`src/rtl/multicycle_ctrl.sv`:
```
// Multicycle RV32I control FSM: sequences fetch/decode/exec/mem/wb around one
// shared ALU and immediate generator, and counts retired instructions.
module multicycle_ctrl #(
  parameter int INSTRET_W = 32
) (
  input  logic                 clk,
  input  logic                 rst_n,
  input  logic [31:0]          instr,
  input  logic                 imem_rdata_valid,
  input  logic                 dmem_ready,
  input  logic                 branch_taken,
  output logic                 imem_req,
  output logic                 ir_we,
  output logic                 pc_we,
  output logic [1:0]           pc_sel,
  output logic [2:0]           imm_control,
  output logic                 alu_src_a,
  output logic                 alu_src_b,
  output logic                 dmem_req,
  output logic                 dmem_we,
  output logic                 reg_we,
  output logic [1:0]           wb_sel,
  output logic                 csr_we,
  output logic                 halted,
  output logic [INSTRET_W-1:0] instret
);

  typedef enum logic [2:0] {S_RST, S_FETCH, S_DECODE, S_EXEC, S_MEM, S_WB, S_TRAP} state_t;
  typedef enum logic [3:0] {K_LUI, K_AUIPC, K_JAL, K_JALR, K_BR, K_LD, K_ST, K_OPIMM, K_OP, K_SYS} kind_t;

  state_t state;
  kind_t  kind, dec_kind;
  logic   dec_legal, retire;
  logic [2:0] imm_sel;
  logic   instr_unused;

  // Only the opcode field steers control; the rest of the word feeds the datapath.
  assign instr_unused = ^instr[31:7];

  always_comb begin
    dec_legal = 1'b1;
    dec_kind  = K_OP;
    case (instr[6:0])
      7'b0110111: dec_kind = K_LUI;
      7'b0010111: dec_kind = K_AUIPC;
      7'b1101111: dec_kind = K_JAL;
      7'b1100111: dec_kind = K_JALR;
      7'b1100011: dec_kind = K_BR;
      7'b0000011: dec_kind = K_LD;
      7'b0100011: dec_kind = K_ST;
      7'b0010011: dec_kind = K_OPIMM;
      7'b0110011: dec_kind = K_OP;
      7'b1110011: dec_kind = K_SYS;
      default:    dec_legal = 1'b0;
    endcase
  end

  always_comb begin
    case (kind)
      K_LUI, K_AUIPC: imm_sel = 3'b010;
      K_JAL:          imm_sel = 3'b100;
      K_BR:           imm_sel = 3'b011;
      K_ST:           imm_sel = 3'b001;
      K_SYS:          imm_sel = 3'b101;
      default:        imm_sel = 3'b000;
    endcase
  end

  assign retire = (state == S_EXEC && kind == K_BR) ||
                  (state == S_MEM && kind == K_ST && dmem_ready) ||
                  (state == S_WB);

  always_ff @(posedge clk or negedge rst_n) begin
    if (!rst_n) begin
      state   <= S_RST;
      kind    <= K_OP;
      instret <= '0;
    end else begin
      case (state)
        S_RST:    state <= S_FETCH;
        S_FETCH:  if (imem_rdata_valid) state <= S_DECODE;
        S_DECODE: begin
          kind  <= dec_kind;
          state <= dec_legal ? S_EXEC : S_TRAP;
        end
        S_EXEC: begin
          if (kind == K_LD || kind == K_ST) state <= S_MEM;
          else if (kind == K_BR)            state <= S_FETCH;
          else                              state <= S_WB;
        end
        S_MEM:    if (dmem_ready) state <= (kind == K_ST) ? S_FETCH : S_WB;
        S_WB:     state <= S_FETCH;
        default:  state <= S_TRAP;
      endcase
      if (retire) instret <= instret + 1'b1;
    end
  end

  // Outputs decode straight from state so reset clears every request at once.
  always_comb begin
    imem_req    = 1'b0;
    ir_we       = 1'b0;
    pc_we       = 1'b0;
    pc_sel      = 2'b00;
    imm_control = 3'b000;
    alu_src_a   = 1'b0;
    alu_src_b   = 1'b0;
    dmem_req    = 1'b0;
    dmem_we     = 1'b0;
    reg_we      = 1'b0;
    wb_sel      = 2'b00;
    csr_we      = 1'b0;
    halted      = 1'b0;
    case (state)
      S_FETCH: begin
        imem_req = 1'b1;
        ir_we    = imem_rdata_valid;
      end
      S_EXEC: begin
        imm_control = imm_sel;
        alu_src_a   = (kind == K_AUIPC) || (kind == K_JAL) || (kind == K_BR);
        alu_src_b   = (kind != K_OP);
        if (kind == K_BR) begin
          pc_we  = 1'b1;
          pc_sel = branch_taken ? 2'b01 : 2'b00;
        end
      end
      S_MEM: begin
        imm_control = imm_sel;
        dmem_req    = 1'b1;
        dmem_we     = (kind == K_ST);
        pc_we       = (kind == K_ST) && dmem_ready;
      end
      S_WB: begin
        imm_control = imm_sel;
        reg_we      = 1'b1;
        pc_we       = 1'b1;
        csr_we      = (kind == K_SYS);
        case (kind)
          K_LD:          wb_sel = 2'b01;
          K_JAL, K_JALR: wb_sel = 2'b10;
          K_SYS:         wb_sel = 2'b11;
          default:       wb_sel = 2'b00;
        endcase
        case (kind)
          K_JAL:   pc_sel = 2'b01;
          K_JALR:  pc_sel = 2'b10;
          default: pc_sel = 2'b00;
        endcase
      end
      S_TRAP:  halted = 1'b1;
      default: ;
    endcase
  end

endmodule

```
`config.mk`:
```
export PLATFORM = sky130hd
export DESIGN_NAME = multicycle_ctrl
export DESIGN_NICKNAME = d
export VERILOG_FILES = /design/src/rtl/multicycle_ctrl.sv
export SDC_FILE = /design/constraint.sdc
export NUM_CORES = 1
export LEC_CHECK = 0
export CAP_MARGIN = 30
export CORE_ASPECT_RATIO = 2
export CORE_MARGIN = 4
export CORE_UTILIZATION = 40
export DETAILED_ROUTE_END_ITERATION = 8
export PLACE_DENSITY = 0.75
export SLEW_MARGIN = 10
export SYNTH_ARGS = -nofsm -noshare
export SYNTH_HDL_FRONTEND = slang
export SYNTH_SLANG_ARGS = --single-unit
```
`constraint.sdc`:
```
create_clock -name clk -period 1.7 [get_ports clk]
set_input_delay 0.425 -clock clk [delete_from_list [all_inputs] [get_ports clk]]
set_output_delay 0.425 -clock clk [all_outputs]
set_load 0.03 [all_outputs]
```
# After elaboration in Yosys (flattened, before gate mapping)

Cells that the tools add are included.

Input bits: 37
Register bits after elaboration: 39

Add/sub/neg operators: 1
Reduce and logical (&&, ||, !) cells: 17
Mux-type cells: 28
Equal/unequal tests: 26

Operator list:

| cell                                           | number |
|---|---|
| case mux 4 bit (9 select lines)                | 1 |
| adder 32 x 1 -> 32 bit (second input constant) | 1 |
| case mux 3 bit (5 select lines)                | 2 |
| == test 7 bit (second input constant)          | 4 |
| == test 7 x 6 -> 1 bit (second input constant) | 3 |
| 2-to-1 mux 3 bit                               | 7 |
| == test 7 x 5 -> 1 bit (second input constant) | 2 |
| 2-to-1 mux 1 bit                               | 13 |
| == test 4 x 3 -> 1 bit (second input constant) | 3 |
| OR reduction 10 bit                            | 1 |
| == test 3 bit (second input constant)          | 3 |
| == test 4 x 2 -> 1 bit (second input constant) | 2 |
| case mux 2 bit (2 select lines)                | 2 |
| == test 7 x 2 -> 1 bit (second input constant) | 1 |
| == test 3 x 2 -> 1 bit (second input constant) | 2 |
| case mux 2 bit (3 select lines)                | 1 |
| OR reduction 2 bit                             | 3 |
| logical OR 1 bit                               | 5 |
| == test 4 x 1 -> 1 bit (second input constant) | 1 |
| == test 4 bit (second input constant)          | 1 |
| logical AND 1 bit                              | 4 |
| logical NOT 4 bit                              | 1 |
| != test 2 bit (second input constant)          | 2 |
| != test 4 bit (second input constant)          | 1 |
| 6 further kinds                                | 6 |

# Logic depth before layout (Yosys ltp)

Word-level depth: 5
Gate-level depth with buffers: 9
Depth with buffers taken out: 7

# Least setup slack after synthesis

No wires, ideal clock.

Path kind: register -> output
From: register state[1]
To: output imm_control[1]
Path buffers: 1
Arrival time: 2580 ps
Required time: 1275 ps
Cell stages (with the launch flop): 5
Setup slack: -1305 ps
Path through: dfrtp_1 clkbuf_1 nand3_1 and2_1 a2111oi_0

Longest elaborated chain between the ends: 3

RTL lines:

| what                                                    | RTL line | text |
|---|---|---|
| start: declaration                                      | 31       | `state_t state;` |
| start signal: assignment                                | 84       | `state <= dec_legal ? S_EXEC : S_TRAP;` |
| start signal: assignment                                | 91       | `S_MEM: if (dmem_ready) state <= (kind == K_ST) ? S_FETCH : S_WB;` |
| == test 3 x 2 -> 1 bit or == test 3 bit (tied branches) | 114      | `case (state)` |
| OR reduction 3 bit (no source line) *                   | --       |  |
| 2-to-1 mux 3 bit *                                      | 114      |  |
| end: declaration                                        | 16       | `output logic [2:0] imm_control,` |

Mark *: on every way between the ends. The rest lies on a longest branch, timed or not.

# Worst setup path in the final report

From: register state[0]
To: output pc_we

Longest elaborated chain between the ends: 2

RTL lines:

| what                                                    | RTL line | text |
|---|---|---|
| == test 3 bit or == test 3 x 2 -> 1 bit (tied branches) | 114      |  |
| case mux 1 bit (3 select lines) *                       | 114      |  |
| end: declaration                                        | 14       | `output logic pc_we,` |

Marked as above.

==> impl_results.md <==
* Reg area at 993.5 µm²
* Die Ht at approximately 110 µm
* DIE AREA at ~6800 µm²
* Mapped Area at 2207 µm²
* Total gr overflow at 0
* Leak pwr at 0.001985 µW
* Internal power at 2813 µW
* Layout Nets at 408
* Hold_ws at 170.9 ps
* Layout cells sized above 1 at 50.67%
* Comb power frac at 57.2%
* Initial antenna violation count at 0
* Share of total power in sequential cells at a little over a quarter
* Slowest cell on crit path: dfrtp_2
* Slowest stage delay, CP at between 400 and 500 ps
* GR Util All Layers at 22.19%
* Placed inst area at between 3000 and 4000 µm²
* Worst Hold Class: in -> async
* Synth top cells by count: 38 x dfrtp_1, 23 x nand2_1, 21 x nor2_1
* Tcrit/Tclk final at 124.4%
* First-pass GRT wire length at roughly 11,000 µm
* Sw frac at 40.47%
* Slew headroom at 61.00%
* Drt via density at around 5.5
* Most common cell in the netlist: dfrtp_1
* Vias in the first global route at 2,451
* Setup ws final at -414.5 ps
* Top Ports at 86
* Critical path data required time at 1270 ps
* Avg Inst Size Synth at 9.432 µm²
* Vias at 2,361
* Initial Utilization at 41.08%
* Critical R2R Capture: instret[23]
* Cell Rows at 38
* CTS buffer count at 5
* Clk_skew at 12.17 ps
* Share of the synthesized area in the top cell type at 43.08%
* Post-layout util at 75.36%
* Pre-CTS setup slack at -448.3 ps
* Crit Reg-Reg Startpoint: instret[11]
* Seq/Total Area, Yosys at about 44%
* Final Slew Violations at 0
* Max cap viols at 0
* Violated checks: negative setup slack
* Largest cells by area after synthesis: dfrtp_1 43%, xnor2_1 7.5%, xor2_1 6.0%
* Setup TNS at -10,020 ps
* Area leader, netlist: dfrtp_1
* Final Hold Fails at 0
* DP Wirelength at 4780 µm
* Crit. End Element: output port
* Yosys cell types at 52
* Cells after Synth at 234
* Pwr/cell area at 1167 nW/µm²
* RSZ-0062 raised after global routing: true
* WS Path Type: reg -> out
* Status: finished, violations left
* Filler Cell Count at 344
* First-pass DRT Iterations at 4
* Final ANT Viol Nets at 0
* Finished Cell Area at 4049 µm²
* Residual DRC at 0
* Peak supply drop at ~1100 µV
* Clock Path Buffers at 2
* Port bufs at 60
* Final WL at a little under 8000 µm
* Worst Reg-to-Reg Cells at 5
* FMAX at roughly 0.47 GHz
* Area of the multi-input gates at 1551 µm²
* Synth warn at 0
* Worst EP arrival at 1690 ps
* Initial DRC Count at 89
* Mapped Nets at 272
* Drt wl/cell at 17.90 µm
* Worst-Margin Slew at a little under 600 ps
* Hold-fix buffers, CTS at 0
* Clock network power share at 16.8%
* Worst-path maximum fanout at 4
* CTS sink count at 39
* Diodes inserted at 0
* Setup violations, final at 46
* Dominant synthesized flop cell: dfrtp_1
* CTS tree: built
* Die width at 60.53 µm
* Area grow syn2layout at 83.45%
* Synth Register Bits at 39
* Number of flops mapped to enable cells by yosys at 0
* Asr flop ratio synth at 100.0%
* H-tree lvl count at 2
* CP Launch Type: flip-flop
* CTS root buf: clkbuf_8
* Pin count of the biggest net entering global routing at 40
* Clk Latency, worst-skew pair at roughly 310 ps
* Flop-to-flop setup slack at -310 ps
* Core Box Area at about 5400 µm²
* Post-route minimum period at between 2000 and 2500 ps
* Worst-path clk slew at 80 ps
* Psw at around 1900 µW
* Worst-path cell chain: buf_6 > and4bb_2 > o21a_1 > or2_4 > buf_12
* GPL Wtd Cong at ~0.84
sequential cells by signal (all words and copies together) (netlist names):
name	count
instret	32
kind	4
state	3
cells by family after synthesis:
group,after synthesis,synth area share [%]
mux,1,0.5102
fa+ha+maj,1,0.5668
buf+inv,19,3.684
xor+xnor,34,13.49
simple gates,105,26.48
flops,39,44.27
compound gates,35,11.00
through the flow:
stage / instances / power [µW]
6_report: 431 / 4725
5_1_grt: 431 / 4933
4_1_cts: 423 / 4535
3_5_place_dp: 398 / 3371
3_3_place_gp: 398 / 3329
2_1_floorplan: 234 / 2534
layout make-up:
type                            count  share of cell area [%]
Clock buffer                        5                   1.700
Inverter                            9                   1.020
Multi-Input combinational cell    176                   38.32
Sequential cell                    39                   24.54
Timing Repair Buffer              139                   31.49
Tap cell                           60                   1.854
Clock inverter                      3                   1.082
what timing repair did:
| item | in CTS | in global routing |
|---|---|---|
| endpoints found under the setup margin | 72 | 50 |
| cloned | 0 | 0 |
| pin swaps | 25 | 31 |
| buffers inserted | 18 | 10 |
| endpoints found under the hold margin | 0 | 0 |
| gates resized for setup | 104 | 34 |
worst max-delay path by stage:
stage / startpoint / end / slack, ps
2_1_floorplan: kind[3] / imm_control[2] / -140
3_3_place_gp: dmem_ready / pc_we / -400
3_5_place_dp: dmem_ready / instret[11] / -450
4_1_cts: state[0] / pc_we / -390
5_1_grt: state[1] / pc_sel[0] / -450
6_report: state[0] / pc_we / -410
metal layers:
| metal | GRT usage (%) | routed length, µm |
|---|---|---|
| met3 | 3.539 | 299 |
| met5 | 0 | 0 |
| met1 | 19.65 | 2383 |
| met4 | 9.407 | 285 |
| met2 | 44.80 | 4748 |
worst max-delay path, delay by kind of cell, from the launching register on:
kind / cells / cell delay (ps)
simple gates: 2 / 480
compound gates: 1 / 200
buf+inv: 2 / 270
flops: 1 / 450
power groups by stage:
| stage | logic, µW | clock network, µW | registers (µW) |
|---|---|---|---|
| after detailed placement | 2160 | 0 | 1210 |
| after global routing | 2860 | 839 | 1240 |
| after CTS | 2530 | 782 | 1220 |
| after floorplan | 1230 | 0 | 1300 |
| final | 2700 | 792 | 1230 |
| after global placement | 2120 | 0 | 1210 |
placed cells by master, fill, tap and decap left out, drive strengths merged, types with 2 or more instances in the layout:
master	Yosys	final
xor2	15	15
a21oi	6	6
nand4	9	9
nor3	10	10
nand2	23	23
a21o	4	4
buf	5	98
clkbuf	5	5
dfrtp	38	38
clkinv	0	2
and4	3	3
xnor2	19	19
o21ai	12	12
and3	10	10
a22o	2	2
or2	2	2
clkdlybuf4s50	0	9
inv	9	9
nor3b	2	2
nand3	9	9
nand2b	3	3
nor2	21	21
a211oi	3	3
and2	2	2
dlygate4sd2	0	32
nor4b	3	3
nor2b	2	2
Note: power is estimated with default switching activity, not from simulation.
